File: src/rtl/button_event.sv
// Button event decoder: turns a debounced button level into press, release,
// long-press and auto-repeat pulses, and keeps a running count of presses.
// Handshake note: there is no valid/ready flow here. `tick` is a one-cycle
// strobe that is sampled on each clk edge, and every event output is a
// registered pulse exactly one clk wide.
// Because `release` is a reserved word in SystemVerilog, the release pulse
// port is named release_pulse. The FSM state and the tick counter are also
// driven out on the debug ports dbg_state and dbg_cnt.
module button_event #(
  parameter int LONG_TICKS   = 50,
  parameter int REPEAT_TICKS = 10
) (
  input  logic       clk,
  input  logic       reset,
  input  logic       tick,
  input  logic       in,
  output logic       press,
  output logic       release_pulse,
  output logic       long_press,
  output logic       rpt,
  output logic       held,
  output logic [7:0] press_count,
  output logic [1:0] dbg_state,
  output logic [7:0] dbg_cnt
);

  typedef enum logic [1:0] {
    IDLE    = 2'd0,
    PRESSED = 2'd1,
    LONG    = 2'd2
  } state_t;

  // Terminal counts, held at the same width as the counter.
  localparam logic [7:0] LONG_LAST   = 8'(LONG_TICKS - 1);
  localparam logic [7:0] REPEAT_LAST = 8'(REPEAT_TICKS - 1);

  state_t     state;
  logic       in_q;
  logic       in_q2;
  logic [7:0] cnt;
  logic       rise;
  logic       fall;

  // Edge detection works on the two-stage input history.
  assign rise = in_q & ~in_q2;
  assign fall = ~in_q & in_q2;

  assign dbg_state = state;
  assign dbg_cnt   = cnt;

  // Input history, FSM, tick counter and registered event outputs.
  // Event pulses default to 0 each cycle, so each one lasts a single clk.
  always_ff @(posedge clk or posedge reset) begin
    if (reset) begin
      state         <= IDLE;
      in_q          <= 1'b0;
      in_q2         <= 1'b0;
      cnt           <= 8'd0;
      press         <= 1'b0;
      release_pulse <= 1'b0;
      long_press    <= 1'b0;
      rpt           <= 1'b0;
      held          <= 1'b0;
      press_count   <= 8'd0;
    end else begin
      in_q          <= in;
      in_q2         <= in_q;
      press         <= 1'b0;
      release_pulse <= 1'b0;
      long_press    <= 1'b0;
      rpt           <= 1'b0;
      case (state)
        IDLE: begin
          // Ticks are ignored while idle, so the counter stays at zero.
          cnt <= 8'd0;
          if (rise) begin
            state       <= PRESSED;
            press       <= 1'b1;
            held        <= 1'b1;
            press_count <= press_count + 8'd1;
          end else begin
            held <= 1'b0;
          end
        end
        PRESSED: begin
          // A release takes priority over a terminal-count tick in the same cycle.
          if (fall) begin
            state         <= IDLE;
            release_pulse <= 1'b1;
            held          <= 1'b0;
            cnt           <= 8'd0;
          end else if (tick) begin
            if (cnt == LONG_LAST) begin
              state      <= LONG;
              long_press <= 1'b1;
              cnt        <= 8'd0;
            end else begin
              cnt <= cnt + 8'd1;
            end
          end
        end
        LONG: begin
          // The FSM stays in LONG and pulses rpt every REPEAT_TICKS ticks.
          if (fall) begin
            state         <= IDLE;
            release_pulse <= 1'b1;
            held          <= 1'b0;
            cnt           <= 8'd0;
          end else if (tick) begin
            if (cnt == REPEAT_LAST) begin
              rpt <= 1'b1;
              cnt <= 8'd0;
            end else begin
              cnt <= cnt + 8'd1;
            end
          end
        end
        default: begin
          // The unused encoding recovers to IDLE.
          state <= IDLE;
          held  <= 1'b0;
          cnt   <= 8'd0;
        end
      endcase
    end
  end

endmodule

File: config.mk
export PLATFORM = sky130hd
export DESIGN_NAME = button_event
export DESIGN_NICKNAME = d
export VERILOG_FILES = /design/src/rtl/button_event.sv
export SDC_FILE = /design/constraint.sdc
export NUM_CORES = 1
export LEC_CHECK = 0
export CAP_MARGIN = 5
export CELL_PAD_IN_SITES_DETAIL_PLACEMENT = 0
export CELL_PAD_IN_SITES_GLOBAL_PLACEMENT = 2
export CORE_ASPECT_RATIO = 1.25
export CORE_UTILIZATION = 28
export CTS_CLUSTER_DIAMETER = 120
export DETAILED_ROUTE_END_ITERATION = 10
export GPL_TIMING_DRIVEN = 0
export PLACE_DENSITY = 0.79
export REMOVE_ABC_BUFFERS = 1
export SYNTH_ARGS = -nofsm -noshare
export SYNTH_HDL_FRONTEND = slang
export SYNTH_SLANG_ARGS = --single-unit
File: constraint.sdc
create_clock -name clk -period 2.1 [get_ports clk]
set_clock_uncertainty 0.2 [all_clocks]
set_input_delay 0.21 -clock clk [delete_from_list [all_inputs] [get_ports clk]]
set_output_delay 0.21 -clock clk [all_outputs]
set_load 0.02 [all_outputs]
[Word-level counts from Yosys, hierarchy flattened]
Cells that the tools add are included.
W data, S select, Z words.
Cells by class
  multiplexer cells: 27
  bitwise operators: 4
  reduce and logical (&&, ||, !) cells: 5
  $add $sub $neg: 2
  equality and inequality tests: 10
Operators by type and width (number)
  $mux W8: 6
  $add A8 B1 Y8 const B: 2
  $pmux W8 S2: 1
  $mux W1: 13
  $mux W2: 5
  $ne A3 B3 Y1 const B: 3
  $eq A8 B4 Y1 const B: 1
  $eq A8 B6 Y1 const B: 1
  $pmux W2 S3: 1
  $ne A2 B2 Y1 const B: 2
  $reduce_and A2 Y1: 2
  $reduce_and A4 Y1: 1
  $and A1 B1 Y1: 2
  $eq A2 B1 Y1 const B: 1
  $eq A2 B2 Y1 const B: 1
  $logic_not A2 Y1: 1
  $ne A2 B1 Y1 const B: 1
  $not A1 Y1: 2
  $pmux W1 S2: 1
  $reduce_or A2 Y1: 1
Storage, ports and cells
  register bits: 25
  input bits: 4
  output and inout bits: 23

[Depth between registers and ports, before layout]
  depth after elaboration: 5
  gate-level depth with buffers: 7
  depth with buffers taken out: 7

[Least setup slack after synthesis]
Ideal clock, no wire load.
  path type: register to register
  start point: register cnt[1] (netlist: dbg_cnt[1])
  end point: register cnt[0] (netlist: dbg_cnt[0])
  path buffers: 0
  period minus slack after synthesis: 2404 ps
  data required time: 1775 ps
  setup time: 125 ps
  path slack: -304 ps
  arrival: 2079 ps
  stages on the path, launching flop included: 7
  path through: dfrtp_1 -> inv_1 -> ha_1 -> or4b_4 -> a2111oi_4 -> nor3_2 -> mux2_2
On the way
  longest elaborated chain between the ends: 5
RTL lines
  start: declaration: line 40  | logic [7:0] cnt;
  start signal: assignment: line 98  | cnt <= cnt + 8'd1;
  start signal: assignment: line 114  | cnt <= cnt + 8'd1;
  $eq A8 B4 Y1 / $eq A8 B6 Y1 (equally long branches): line 110, 93
  $mux W8 (on tied branches): line 110, 93
  $mux W8 (on tied branches): line 109, 92
  $mux W8 (on tied branches): line 104, 87
  $pmux W8 S2 *: line 72  | case (state)
Mark *: on every way between the ends. The rest lies on a longest branch, timed or not. The select of a mux whose other input is x is not followed.
A chain may end at the register's enable or synchronous reset.

[Worst setup path after layout]
  start point: register cnt[1] (netlist: dbg_cnt[1])
  end point: register state[0] (netlist: dbg_state[0])
On the way
  longest elaborated chain between the ends: 3
RTL lines
  $eq A8 B6 Y1: line 93  | if (cnt == LONG_LAST) begin
  $ne A3 B3 Y1 (no source line)
  $reduce_and A4 Y1 (no source line)
  end signal: assignment: line 88  | state <= IDLE;
  end signal: assignment: line 94  | state <= LONG;
  end signal: assignment: line 105  | state <= IDLE;
  end: declaration: line 37  | state_t state;
No other way between the ends.

==> results.json <==
{
  "die-area_um2": 4730,
  "holdBufCountCts": 0,
  "power_w": 0.00174,
  "crit_type": "flop to flop",
  "ys_seq_elements": 25,
  "synth_seq_area_share_pct": 50.1,
  "post-route-min-period_ns": 2.26,
  "clock_path_buffers": 2,
  "diodes": 0,
  "syn_avg_cell_area_um2": 11.1,
  "die_x_um": 61.7,
  "grt_first_pass_wirelength_mm": 4.77,
  "drcViolationCount": 0,
  "dpl_cell_area_um2": 1570,
  "post-route-period-util_pct": 108,
  "initial_core_util_pct": 29.8,
  "synth_edf_count": 0,
  "async_flop_share_pct": 100,
  "worst_pin_slew_ns": 0.993,
  "ios": 27,
  "synth_warnings": 0,
  "violations": "negative setup slack",
  "regArea_um2": 626,
  "synth.top_cell.area_share_pct": 50.1,
  "grt_overflow": 0,
  "die_h_um": 76.7,
  "coreArea_um2": 4200,
  "rsz0062_at_grt": "true",
  "gp_congestion": 0.756,
  "ys.flop_type": "dfrtp_1",
  "grt_pass1_vias": 1054,
  "cts_root_buf": "clkbuf_8",
  "maxCapViolCount": 0,
  "wirelength_mm": 2.86,
  "dp_cells": 193,
  "worst_ep_required_time_ns": 2.06,
  "fin_cells": 209,
  "port_buffers": 26,
  "ir_drop_v": 0.000412,
  "status": "complete, but fails checks",
  "track_usage_pct": 13.2,
  "wl_per_cell_um": 13.7,
  "worstSetupStartpointType": "flop",
  "min_path_type": "input port to flop",
  "powerDensity_nw_per_um2": 964,
  "nets": 164,
  "grt_max_degree": 26,
  "end_kind": "flop",
  "final_max_slew_viol_count": 0,
  "rows": 26,
  "layout_setup_ws_ns": -0.165,
  "setup_violations": 9,
  "hold_viol": 0,
  "critical_path_peak_fanout": 3,
  "syn_inst": 113,
  "synth_largest_area_cell": "dfrtp_1",
  "fin_area_um2": 1810,
  "relSlewSlack_pct": 33.7,
  "drive_gt1_share_pct": 20.3,
  "clk_latency_ns": 0.27,
  "clkSlewWorstSetupHoldPaths_ns": 0.09,
  "dr.pass1.iters": 4,
  "p_leak_nw": 0.800,
  "numCtsBuffers": 3,
  "areaGrowthSynthToFinish_pct": 44.8,
  "syn_area_um2": 1250,
  "drt-initial-drc-count": 30,
  "clock-sinks": 25,
  "multi_input_area_um2": 676,
  "fmax_mhz": 442,
  "cts_tree": "yes",
  "cp_data_arrival_time_ns": 2.22,
  "via_per_inst": 4.90,
  "yosysUniqueCellTypes": 35,
  "ys_top_cells_by_area": "dfrtp_1 50%, ha_1 6.0%, a22o_1 4.2%",
  "dpl.hpwl_mm": 1.88,
  "antenna_left": 0,
  "antenna_found_initial": 0,
  "vias": 1025,
  "fillers": 397,
  "htree_levels": 1
}
## path summary, 6_finish.rpt
check / from / end / slack (ns) / cells past startpoint
setup / recovery: dbg_cnt[1]$_DFFE_PP0P_ / dbg_state[0]$_DFFE_PP0P_ / -0.16 / 7
hold / removal: in / in_q$_DFF_PP0_ / 0.17 / 1
setup reg to reg: dbg_cnt[1]$_DFFE_PP0P_ / dbg_state[0]$_DFFE_PP0P_ / -0.16 / 7
hold reg to reg: in_q$_DFF_PP0_ / in_q2$_DFF_PP0_ / 0.24 / 0
max in group asynchronous: reset / held$_DFFE_PP0P_ / 0.83 / 2
min in group asynchronous: reset / dbg_cnt[6]$_DFFE_PP0P_ / 0.26 / 2
## flip-flops by register name, indices dropped and copies added (netlist names)
signal	flops
rpt	1
dbg_state	2
dbg_cnt	8
long_press	1
in_q2	1
in_q	1
release_pulse	1
press_count	8
press	1
held	1
## repair_timing
action,4_1_cts,5_1_grt
setup buffers,11,1
endpoints found under the hold margin,0,0
endpoints found under the setup margin,10,10
pin swaps,10,5
resized for setup,15,3
## layout make-up
cell class                 count  area share (%)
clock buffer                   3            2.28
clock inverter                 1           0.415
inverter                       7            1.45
multi-input combinational     79            37.4
sequential                    25            34.6
tap                           56            3.88
timing repair buffer          38            20.0
## cells in the mapped netlist, types with 2 or more instances
master,count
a21oi_1,2
nor2b_1,5
xor2_1,3
clkbuf_1,2
nor3_1,3
nor2_1,4
o21ai_0,2
a22o_1,6
inv_1,7
ha_1,6
o31ai_1,6
and3_1,6
nand3_1,6
nand2_1,7
dfrtp_1,25
xnor2_1,4
## layout by cell type (no fill, tap or decap), drive strengths merged
cell type | Yosys | routed
a21oi | 2 | 2
clkinvlp | 0 | 1
o31ai | 6 | 6
a22o | 6 | 6
nor4 | 1 | 1
o22ai | 1 | 1
clkbuf | 2 | 3
xnor2 | 4 | 4
nor2b | 5 | 5
xor2 | 3 | 3
nand2b | 1 | 1
nand3 | 6 | 6
nand2 | 7 | 7
nor3b | 1 | 1
ha | 6 | 6
and2 | 1 | 1
or2 | 1 | 1
nand4 | 1 | 1
o21ai | 3 | 3
nor2 | 4 | 4
o21a | 1 | 1
dfrtp | 25 | 25
or4 | 1 | 1
and4 | 1 | 1
o2111ai | 1 | 1
mux2 | 2 | 2
clkdlybuf4s50 | 0 | 26
nand3b | 1 | 1
and3 | 6 | 6
buf | 0 | 12
inv | 7 | 7
a2111oi | 1 | 1
or4b | 2 | 2
nor3 | 4 | 4
## cells by family after synthesis
logic type | Yosys count | synth area share [%]
AO/OA/AOI/OAI | 21 | 14.3
XOR/XNOR | 7 | 4.91
adder cells (fa/ha/maj) | 6 | 6.01
buffers and inverters | 9 | 2.71
flip-flops | 25 | 50.1
multiplexers | 2 | 1.80
AND/OR/NAND/NOR | 43 | 20.1
## worst max-delay path, cell delays in order (launching register included)
cell     delay [ns]
dfrtp_1        0.40
inv_2          0.09
ha_4           0.13
or4b_4         0.50
buf_4          0.17
nor4_4         0.19
o22ai_1        0.13
mux2_1         0.34
## power breakdown
part / switching, W / internal, W
clock network: 0.000158 / 0.000135
logic: 0.000409 / 0.000414
registers: 0.0000712 / 0.000555
total: 0.000639 / 0.00110
## routing by layer
layer	GRT usage (%)	wire length, µm	share of wire, %	up-vias
li1	-	-	-	487
met1	15.8	1270	45	501
met2	23.2	1440	50	32
met3	2.19	107	3.7	5
met4	4.00	33	1.2	0
met5	0	0	0	-
## metrics by stage
step / util, % / setup WS [ns] / setup TNS [ns] / hold WS [ns]
6_report: 43.1 / -0.165 / -1.20 / 0.171
5_1_grt: 43.1 / -0.220 / -1.79 / 0.179
4_1_cts: 42.4 / -0.139 / -0.940 / 0.165
3_5_place_dp: 37.4 / -0.459 / -3.56 / 0.224
3_3_place_gp: 37.4 / -0.464 / -3.47 / 0.219
2_1_floorplan: - / -0.304 / -2.05 / 0.0373
No activity file was read; power rests on OpenSTA's default activity.
